## src/rtl/subservient_loader_pkg.sv

```systemverilog
`default_nettype none
// ============================================================================
// Module      : subservient_loader_pkg
// Description : Shared types and constants for the subservient firmware
//               loader: FSM state encoding, Wishbone byte-select constant
//               and the byte-lane index width.
// Revision    : 1.0 - initial release
// ============================================================================
package subservient_loader_pkg;

  // Two bits select one of the four byte lanes of a 32-bit word
  localparam int LANE_W = 2;

  // Every loader access is a full-word access
  localparam logic [3:0] WB_SEL_ALL = 4'hF;

  // READ is only reachable when readback is compiled in
  typedef enum logic [2:0] {
    ST_IDLE  = 3'd0,
    ST_FILL  = 3'd1,
    ST_WRITE = 3'd2,
    ST_READ  = 3'd3,
    ST_DONE  = 3'd4
  } state_e;

endpackage
`default_nettype wire

```

## src/rtl/subservient_loader_pack.sv

```systemverilog
`default_nettype none
// ============================================================================
// Module      : subservient_loader_pack
// Description : Byte-to-word packer. Places successive accepted bytes into
//               lanes 0..3 (little-endian) and flags the byte that completes
//               a word. i_clear restarts at lane 0 with an empty word.
// Revision    : 1.0 - initial release
// ============================================================================
module subservient_loader_pack
  import subservient_loader_pkg::*;
(
  input  logic        i_clk,
  input  logic        i_rst_n,
  input  logic        i_clear,
  input  logic        i_byte_en,
  input  logic [7:0]  i_byte,
  output logic [31:0] o_word,
  output logic        o_word_valid
);

  logic [LANE_W-1:0] lane_q, lane_d;
  logic [31:0]       word_q, word_d;

  // Next lane index and word contents
  always_comb begin
    lane_d = lane_q;
    word_d = word_q;
    if (i_clear) begin
      lane_d = '0;
      word_d = '0;
    end else if (i_byte_en) begin
      word_d[{lane_q, 3'b000} +: 8] = i_byte;
      lane_d                        = lane_q + 1'b1;
    end
  end

  // Lane counter and word register
  always_ff @(posedge i_clk or negedge i_rst_n) begin
    if (!i_rst_n) begin
      lane_q <= '0;
      word_q <= '0;
    end else begin
      lane_q <= lane_d;
      word_q <= word_d;
    end
  end

  // High on the byte that fills lane 3; the full word is in o_word next cycle
  assign o_word_valid = i_byte_en & ~i_clear & (lane_q == 2'd3);
  assign o_word       = word_q;

endmodule
`default_nettype wire

```

## src/rtl/subservient_wb_loader.sv

```systemverilog
`default_nettype none
// ============================================================================
// Module      : subservient_wb_loader
// Description : Wishbone initiator that packs a byte stream into 32-bit words
//               and writes them to consecutive SRAM word addresses starting
//               at a programmable base. Optional readback-and-compare is
//               enabled by defining SUBSERVIENT_LOADER_READBACK_EN.
// Revision    : 1.0 - initial release
// ============================================================================
module subservient_wb_loader
  import subservient_loader_pkg::*;
#(
  parameter int depth = 256,
  parameter int aw    = $clog2(depth)
) (
  input  logic          i_clk,
  input  logic          i_rst_n,
  input  logic          i_start,
  input  logic [aw-3:0] i_base,
  input  logic [aw-3:0] i_len,
  input  logic [7:0]    i_data,
  input  logic          i_valid,
  output logic          o_ready,
  output logic [aw-3:0] o_wb_adr,
  output logic [31:0]   o_wb_dat,
  output logic [3:0]    o_wb_sel,
  output logic          o_wb_we,
  output logic          o_wb_stb,
  input  logic [31:0]   i_wb_rdt,
  input  logic          i_wb_ack,
  output logic          o_busy,
  output logic          o_done,
  output logic          o_err
);

  localparam int            WW       = aw - 2;
  localparam logic [WW-1:0] WORD_ONE = {{(WW-1){1'b0}}, 1'b1};

  state_e          state_q, state_d;
  logic [WW-1:0]   adr_q, adr_d;
  logic [WW-1:0]   cnt_q, cnt_d;
  logic            ready_q, ready_d;
  logic            stb_q, stb_d;
  logic            we_q, we_d;
  logic            busy_q, busy_d;
  logic            done_q, done_d;
  logic            pack_clear;
  logic            byte_fire;
  logic            word_valid;
  logic [31:0]     word;
  logic            advance;
  logic            read_stb;
`ifdef SUBSERVIENT_LOADER_READBACK_EN
  logic            err_q, err_d;
`endif

  assign byte_fire = i_valid & ready_q;

  subservient_loader_pack u_pack (
    .i_clk        (i_clk),
    .i_rst_n      (i_rst_n),
    .i_clear      (pack_clear),
    .i_byte_en    (byte_fire),
    .i_byte       (i_data),
    .o_word       (word),
    .o_word_valid (word_valid)
  );

  // Next-state logic; outputs are derived from the next state so they register
  always_comb begin
    state_d    = state_q;
    adr_d      = adr_q;
    cnt_d      = cnt_q;
    pack_clear = 1'b0;
    advance    = 1'b0;
    read_stb   = 1'b0;
`ifdef SUBSERVIENT_LOADER_READBACK_EN
    err_d      = err_q;
`endif
    case (state_q)
      ST_IDLE: begin
        if (i_start) begin
          adr_d      = i_base;
          cnt_d      = i_len;
          pack_clear = 1'b1;
`ifdef SUBSERVIENT_LOADER_READBACK_EN
          err_d      = 1'b0;
`endif
          state_d    = (i_len == '0) ? ST_DONE : ST_FILL;
        end
      end
      ST_FILL: begin
        if (word_valid) state_d = ST_WRITE;
      end
      ST_WRITE: begin
        if (i_wb_ack) begin
`ifdef SUBSERVIENT_LOADER_READBACK_EN
          // Strobe stays low for one cycle before the read is issued
          state_d = ST_READ;
`else
          advance = 1'b1;
`endif
        end
      end
`ifdef SUBSERVIENT_LOADER_READBACK_EN
      ST_READ: begin
        if (!stb_q) begin
          read_stb = 1'b1;
        end else if (i_wb_ack) begin
          if (i_wb_rdt != word) err_d = 1'b1;
          advance = 1'b1;
        end else begin
          read_stb = 1'b1;
        end
      end
`endif
      ST_DONE: state_d = ST_IDLE;
      default: state_d = ST_IDLE;
    endcase

    if (advance) begin
      adr_d   = adr_q + WORD_ONE;
      cnt_d   = cnt_q - WORD_ONE;
      state_d = (cnt_q == WORD_ONE) ? ST_DONE : ST_FILL;
    end

    ready_d = (state_d == ST_FILL);
    stb_d   = (state_d == ST_WRITE) | read_stb;
    we_d    = (state_d == ST_WRITE);
    busy_d  = (state_d != ST_IDLE);
    done_d  = (state_d == ST_DONE);
  end

  // State, address, count and registered outputs
  always_ff @(posedge i_clk or negedge i_rst_n) begin
    if (!i_rst_n) begin
      state_q <= ST_IDLE;
      adr_q   <= '0;
      cnt_q   <= '0;
      ready_q <= 1'b0;
      stb_q   <= 1'b0;
      we_q    <= 1'b0;
      busy_q  <= 1'b0;
      done_q  <= 1'b0;
    end else begin
      state_q <= state_d;
      adr_q   <= adr_d;
      cnt_q   <= cnt_d;
      ready_q <= ready_d;
      stb_q   <= stb_d;
      we_q    <= we_d;
      busy_q  <= busy_d;
      done_q  <= done_d;
    end
  end

`ifdef SUBSERVIENT_LOADER_READBACK_EN
  // Sticky readback mismatch flag, cleared only by an accepted start
  always_ff @(posedge i_clk or negedge i_rst_n) begin
    if (!i_rst_n) err_q <= 1'b0;
    else          err_q <= err_d;
  end
  assign o_err = err_q;
`else
  logic unused_rdt;
  assign unused_rdt = ^i_wb_rdt;
  assign o_err      = 1'b0;
`endif

  assign o_ready  = ready_q;
  assign o_wb_adr = adr_q;
  assign o_wb_dat = word;
  assign o_wb_sel = WB_SEL_ALL;
  assign o_wb_we  = we_q;
  assign o_wb_stb = stb_q;
  assign o_busy   = busy_q;
  assign o_done   = done_q;

endmodule
`default_nettype wire

```

## config.mk

```make
export PLATFORM = sky130hd
export DESIGN_NAME = subservient_wb_loader
export DESIGN_NICKNAME = d
export VERILOG_FILES = /design/src/rtl/subservient_loader_pkg.sv /design/src/rtl/subservient_loader_pack.sv /design/src/rtl/subservient_wb_loader.sv
export SDC_FILE = /design/constraint.sdc
export NUM_CORES = 1
export LEC_CHECK = 0
export ABC_AREA = 1
export CORE_MARGIN = 3
export CORE_UTILIZATION = 44
export DETAILED_ROUTE_END_ITERATION = 8
export PLACE_DENSITY_LB_ADDON = 0.3
export SETUP_SLACK_MARGIN = 0.3
export SLEW_MARGIN = 20
export SYNTH_ARGS = -nofsm -noshare
export SYNTH_HDL_FRONTEND = slang
export SYNTH_SLANG_ARGS = --single-unit
```

## constraint.sdc

```tcl
create_clock -name i_clk -period 2.2 [get_ports i_clk]
set_clock_uncertainty 0.2 [all_clocks]
set_input_delay 0.44 -clock i_clk [delete_from_list [all_inputs] [get_ports i_clk]]
set_output_delay 0.44 -clock i_clk [all_outputs]
set_load 0.02 [all_outputs]
```

==> results of run 1 <==
==> cell type report <==
type / instances / area (µm²)
flip-flops and latches: 53 / 1330
fillers: 512 / 2200
repair buffers: 78 / 721
multi-input cells: 206 / 1100
well taps: 72 / 90.1
inverters: 39 / 146
clock inverters: 2 / 10.0
clock buffers: 6 / 72.6
==> worst reg2reg max path, cell delays in order, from the launching register on <==
cell and delay, ps:
dfrtp_1 410, inv_1 100, ha_2 390, nand4_1 170
nor2_4 220, nand2_1 120, o21ai_1 130
==> placed cells by master, fill, tap and decap left out, types with 9 or more instances in the layout <==
cell and count:
nor2_1 28, buf_4 9, a21oi_1 12, inv_1 35, nand3_1 37, clkdlybuf4s50_1 23, o21ai_0 13, dfrtp_1 52
dlygate4sd2_1 40, nand2_1 57
==> metal layers <==
metal  up-vias  track usage (%)  routed length (µm)
met5         -                0                   0
met4         0             7.02                  97
met3         8             3.95                 288
met2        61             27.0                2820
met1      1073             26.3                2920
li1       1151                -                   -
==> cells by family (layout without fill, tap and decap cells) <==
kind of cell / count (synthesis) / in the layout
compound gates: 53 / 53
simple gates: 136 / 136
fa+ha+maj: 8 / 8
flops: 53 / 53
buf+inv: 51 / 125
xor+xnor: 4 / 4
other cells: 2 / 5
==> power by group <==
group	internal [mW]	switching [mW]	total (mW)
Clock	0.221	0.308	0.529
Combinational	0.659	1.12	1.78
Sequential	1.26	0.199	1.46
Total	2.14	1.63	3.77
==> sequential cells by signal, summed over array words and instances (netlist names) <==
register,cells
o_wb_adr,6
u_pack.lane_q,2
o_wb_we,1
o_done,1
u_pack.o_word,32
o_ready,1
cnt_q,6
o_busy,1
state_q,3
==> stage by stage <==
step | worst slack (ps) | util [%] | cell area, µm² | cells
2_1_floorplan | 570 | - | 2660 | 310
6_report | 402 | 61.2 | 3470 | 456
3_3_place_gp | 127 | 60.0 | 3400 | 446
3_5_place_dp | 84.4 | 60.0 | 3400 | 446
4_1_cts | 301 | 60.7 | 3450 | 455
5_1_grt | 287 | 61.2 | 3470 | 456
==> final timing paths <==
kind	startpoint	to	slack, ps	cells past startpoint
min in group asynchronous	i_rst_n	cnt_q[2]	450	3
worst min register to register	u_pack.o_word[18]	u_pack.o_word[18]	310	2
max in group asynchronous	i_rst_n	state_q[1]	1100	3
worst max-delay path	u_pack.lane_q[1]	u_pack.o_word[23]	400	6
worst max register to register	u_pack.lane_q[1]	u_pack.o_word[23]	400	6
worst min-delay path	u_pack.o_word[18]	u_pack.o_word[18]	310	2
==> repair_timing <==
item / CTS / global route
pin swaps: 0 / 2
endpoints found under the setup margin: 41 / 39
hold buffers: 1 / 0
buffers inserted: 0 / 1
gates resized for setup: 40 / 8
hold endpoints to repair: 53 / 0
==> results.txt, run 1 <==
The area fraction of the dominant cell type after synthesis is 50.0%, and the number of pins with negative max-slew slack in the final report is 0. Dividing the synthesized area by the synthesized cell count gives 8.63 µm². Routability-driven placement finished with a final weighted congestion of 0.847. The tool flagged a number of max-cap violations equal to 0. The clock network latency to the later pin of the worst-skew pair is 300 ps, and the number of distinct library cells after synthesis is 33. The overflow left after global routing is 0. The synthesized netlist devotes 12.2% of its cell area to compound gates. The highest clock frequency the design can meet is 556 MHz, and the sequential cell area fraction in the yosys report is 50.0%. Setup total negative slack on the finished layout was measured at 0 ps. Among cell families on the critical path, the largest total delay comes from simple AND/OR/NAND/NOR gates.

The number of antenna diodes in the final layout is 0. The logs give 2189 for the via count of the first global-routing pass and 0 for the number of endpoints failing setup at the final stage. The run gives 105 as the I/O pin total. The path type of the worst setup path was register to register.

For this run, the number of Yosys warnings is 0. After detailed routing, the average wire length per cell comes to 13.4 µm. Summed over all cells, the static leakage comes to 1.80 nW.

The H-tree was split into 2 levels. The ratio of final minimum period to clock period works out to 81.7%. The combinational family with the most area after synthesis was simple AND/OR/NAND/NOR gates. Summing the areas of all fa, ha and maj instances in the mapped netlist gives 3.78% of the synthesized area.

The core region is 0.00568 mm². In this run the tool buffered the top-level ports with 67 buffer cells. After synthesis the netlist holds a flip-flop and latch count of 53. Across every metal layer, demand over resource in global routing totals 18.3%. The floorplan step defined a die boundary enclosing 0.00699 mm². Post-route antenna net violation count: 0. On the worst path, the slowest cell contributes a delay of 410 ps. The worst path in the final design needs a cycle of 1800 ps, including I/O delays and setup. The critical path buffer and inverter count was 1. The ratio of cells with drive above 1 in the final layout is 10.2%, and the required arrival time at the worst endpoint is 2230 ps.

CTS placed an instance of clkbuf_8 at the clock tree root. The worst setup path is captured at a register. Buffers inserted during clock tree synthesis total 5. The maximum number of pins on one net before global-route repair came out at 54.

The run gives 0 as the number of antenna violations at the first check in global routing. The die outline width is 83.6 µm. The area growth from synthesis to layout is 31.0%.

Clock tree synthesis found a total of 53 sinks. The logs give 307 for the gate count after technology mapping and 3.77 mW for the total power. The total length of routed wires came out at 6130 µm.

The share of async-settable or async-resettable flops after synthesis was 100%; the starting density of the core was 46.7%. The first-pass iteration count of the detailed router is 6. The minimum hold slack is 312 ps, and the arrival time of the worst setup path is 1830 ps. The largest total area in the synthesized netlist belongs to dfrtp_1.

TritonCTS built the clock tree. The power per cell area is 1090 mW/mm². The maximum root-to-sink buffer count was 2.

Setup repair after global routing left no endpoint under its margin. After the first detailed-routing iteration, the DRC count stood at 181. The commonest cells after synthesis are nand2_1 (57), dfrtp_1 (53), nand3_1 (37). The worst-case vdd ir drop is 528 µV. Summing the areas of all xor and xnor instances in the mapped netlist gives 1.32% of the synthesized area. Yosys attributes the largest share of cell area to dfrtp_1 (50%), nand2_1 (8.1%), nand3_1 (7.0%). Clock-pin transition on the worst setup and hold timing paths: 90 ps.

The flow ran to the end, and the final reports show no timing, DRC or antenna violations. The type of the most critical hold path was register to register. The routed layout has 2293 vias. The wire-length estimate of the detail-placed layout is 4470 µm.

The floorplan has 27 rows. Count of flip-flops with a built-in enable after synthesis: 0. The logs give 0 for the final hold violation count and 10500 µm for the wire length of the first global-routing pass. For this run, the post-layout net count is 448. nand2_1 is the most common cell in the netlist. The via density per instance is 5.03, and the largest fanout of any net on the critical path is 6. In the routed design, unresolved DRC markers number 0.

The most instantiated flip-flop cell in the synthesis netlist was dfrtp_1. Traced cell by cell, the critical path runs through inv_1, ha_2, nand4_1, nor2_4, nand2_1, o21ai_1. After Yosys synthesis, and, or, nand and nor cells account for 23.3% of the synthesized area.

Worst-path cell with the longest stage delay: dfrtp_1. In this run the vertical extent of the chip is 83.6 µm. Area of the mapped netlist: 0.00265 mm².

STA classifies the critical path startpoint as a register. The share of synthesized area spent on multiplexers is 0%.
No activity file was read; power rests on OpenSTA's default activity.
==> run 2, diff against run 1 <==
--- a/config.mk
+++ b/config.mk
@@ -7,7 +7,7 @@
 export LEC_CHECK = 0
 export ABC_AREA = 1
 export CORE_MARGIN = 3
-export CORE_UTILIZATION = 44
+export CORE_UTILIZATION = 39
 export DETAILED_ROUTE_END_ITERATION = 8
 export PLACE_DENSITY_LB_ADDON = 0.3
 export SETUP_SLACK_MARGIN = 0.3
==> constraint.sdc (replaced) <==
create_clock -name i_clk -period 1.65 [get_ports i_clk]
set_clock_uncertainty 0.2 [all_clocks]
set_input_delay 0.33 -clock i_clk [delete_from_list [all_inputs] [get_ports i_clk]]
set_output_delay 0.33 -clock i_clk [all_outputs]
set_load 0.02 [all_outputs]
==> results.txt, run 2 (synthesized netlist as in run 1, its figures left out) <==
The flow ran to the end, but the final reports show violations. The final reports fail on setup timing. The die area came out at 0.00782 mm² (+12%). Setup repair after global routing could not meet its margin everywhere.

The logs give 517 (+15%) for the final layout net count and 4870 µm (+8.8%) for the placed wire-length estimate. The logs give 71.9% (+11 points) for the post-layout utilization of the core and 5 (unchanged) for the total clock buffers created by CTS. The quantity of I/O buffers inserted on ports is 67 (unchanged), and the clock network latency to the later pin of the worst-skew pair is 290 ps (about the same). Switching share of total power: 42.1% (-1.1 points). Reg-to-reg endpoint: u_pack.o_word[2]. The average wire per cell in the routed design was 17.0 µm (+26%); the post-route antenna net violation count was 0 (unchanged). Wire length of the first global-routing pass: 12500 µm (+19%). The global placer's final weighted congestion was 0.889 (+4.9%); the part of the power in registers was 28.7% (-10 points).

The via count of the routed design was 2786 (+22%); the starting density of the core was 41.0% (-5.7 points). The worst path setup slack after routing was -37.9 ps (-440 ps); the final hold violation count was 0 (unchanged). The library cell used most frequently in the layout, excluding fill and tap cells, is buf_4. The run gives 10.5% (-3.5 points) as the share of total power in the clock network. The tools report the maximum root-to-sink buffer count as 2 (unchanged). Broken down by cell family, the worst path's largest delay share belongs to flip-flops. The first-pass iteration count of the detailed router was 4 (-2); the arrival time of the worst setup path was 1700 ps (-130 ps). The vertical die dimension works out to 88.4 µm (+5.8%). The die outline width works out to 88.4 µm (+5.8%). The highest signal layer in the routed design was met4. The run gives -37.9 ps (-37.9 ps) as the setup total negative slack.

The maximum level of the CTS H-tree is 2 (unchanged). For the switching power, the log shows 2.96 mW (+81%). The required arrival time at the worst endpoint is 1660 ps (-570 ps), and the flip-flop count of the largest register, all copies and words added is 32 (unchanged). The core area came out at 0.00646 mm² (+14%). The path type of the worst setup path is register to register.

The internal reg-to-reg setup slack was -40 ps (-440 ps). The maximum number of pins on one net before global-route repair came out at 54 (unchanged). The via density per instance was 5.27 (+4.7%); the cell-internal power was 4.06 mW (+90%). The power per cell area came out at 1510 mW/mm² (+39%).

In this run the worst hold path is classified as input pin to asynchronous set/reset pin. The peak per-stage delay on the critical path is 430 ps (+20 ps). The run gives 0.00357 mm² (+4.9%) as the total cell area at the placement stage. The critical path buffer and inverter count was 3 (+2); the time the worst path needs with I/O delays and setup was 1690 ps (-110 ps). The largest fanout of any net on the critical path works out to 8 (+2).

TritonCTS built the clock tree. The tools report the first-iteration detailed-routing DRC count as 207 (+14%). The worst setup path is launched from a register.

The overflow left after global routing is 0 (unchanged), and the power share of the combinational group is 60.8% (+14 points). The tools report the number of endpoints failing setup at the final stage as 1 (+1). The logs give 0.00464 mm² (+34%) for the post-route cell area and 0 (unchanged) for the number of pins with negative max-slew slack in the final report.

For the met1 wire length, the log shows 3680 µm (+26%). The number of antenna repair diodes came out at 0 (unchanged). Critical register-to-register path startpoint: u_pack.lane_q[0]. The total length of routed wires came out at 8980 µm (+46%).

The worst-path cell with the longest stage delay was dfrtp_2. The ratio of cells with drive above 1 in the final layout is 48.9% (+39 points). The clock root buffer was clkbuf_8.

The clock sink count is 53 (unchanged). The via count of the first global-routing pass was 2685 (+23%); the clock-pin transition on the worst setup and hold timing paths was 90 ps (about the same). The tools report the combined global-route utilization of all metal layers as 20.3% (+2.0 points).

Traced cell by cell, the critical path runs through inv_4, ha_4, inv_2, nand4_1, inv_2, nand2_1, a21oi_1. The tools report the routed length on met3 as 448 µm (+56%). For the detailed-route DRC error count, the log shows 0 (unchanged).

For the leakage power of the design, the log shows 2.17 nW (+20%). The depth of the worst register-to-register path was 7 (+1); the number of antenna violations at the first check in global routing was 0 (unchanged). The dominant cell type by count on the critical path was inv_2. Leaving out fill and tap cells, the most frequent cells in the layout are buf_4 (56), buf_6 (55), dfrtp_1 (47). The length of routed met2 wiring is 4630 µm (+64%). The kind of capture point of the worst setup path was a register. The ratio of final minimum period to clock period was 102% (+21 points); the max-cap check violation count was 0 (unchanged). The logs give 29 (+7.4%) for the cell row count and 585 µV (+11%) for the worst-case vdd ir drop.

The area growth from synthesis to layout is 75.1%. The I/O pin total came out at 105 (unchanged). Highest clock frequency the design can meet: 592 MHz (+6.5%).
[run 2: cell types whose count changed in the layout (fill, tap and decap cells not counted), moves of 8 or more]
cell           previous run  this run
nand2_2                   2        11
nor2_1                   28        18
o21ai_0                  13         3
nand2_1                  57        45
dlygate4sd2_1            40         0
nand3_1                  37        21
nand3_2                   1         9
inv_1                    35        25
buf_4                     9        56
nand3_4                   1        11
buf_6                     0        55
[run 2: per-stage QoR]
stage	power, mW	instances	setup WS [ps]	hold slack [ps]
floorplan	3.69	310	152	-166
finish	7.02	529	-37.9	353
global route	7.40	529	-132	379
detailed placement	4.77	466	-314	149
CTS	6.35	511	84.5	356
global placement	4.69	466	-295	145
[run 2: final cells by class]
class                           instances  area (µm²)
Clock buffer                            7        86.3
Fill cell                             423        1820
Inverter                               39         164
Multi-Input combinational cell        208        1480
Sequential cell                        53        1330
Tap cell                               77        96.3
Timing Repair Buffer                  145        1480
[run 2: repair_timing]
action,4_1_cts,5_1_grt
gates resized for setup,319,56
buffers inserted,32,18
setup endpoints to repair,96,96
pin swaps,21,25
hold endpoints to repair,53,0
hold buffers,1,0
gates cloned,5,0
[run 2: worst max-delay path by stage]
stage,from,end,slack (ps),depth (start not counted)
2_1_floorplan,u_pack.lane_q[0],u_pack.o_word[16],150,6
3_3_place_gp,i_start,u_pack.o_word[10],-300,5
3_5_place_dp,i_start,u_pack.o_word[26],-310,5
4_1_cts,o_wb_adr[2],o_wb_adr[2],80,1
5_1_grt,u_pack.lane_q[0],u_pack.o_word[2],-130,7
6_report,u_pack.lane_q[0],u_pack.o_word[2],-40,7
[run 2: routing by layer]
metal | global-route usage, % | up-vias
met5 | 0 | -
met4 | 7.28 | 0
met3 | 2.42 | 18
met2 | 32.8 | 103
met1 | 28.2 | 1366
li1 | - | 1299
[run 2: tightest hold or removal path, stage by stage]
cell           delay [ps]
dlygate4sd3_1         520
buf_2                 120
buf_12                270
[run 2: power by group through the flow]
stage,clock network [mW],registers [mW],logic [mW]
6_report,0.737,2.02,4.27
4_1_cts,0.741,2.00,3.61
5_1_grt,0.801,2.05,4.55
2_1_floorplan,0,2.30,1.39
3_5_place_dp,0,1.98,2.79
3_3_place_gp,0,1.97,2.72
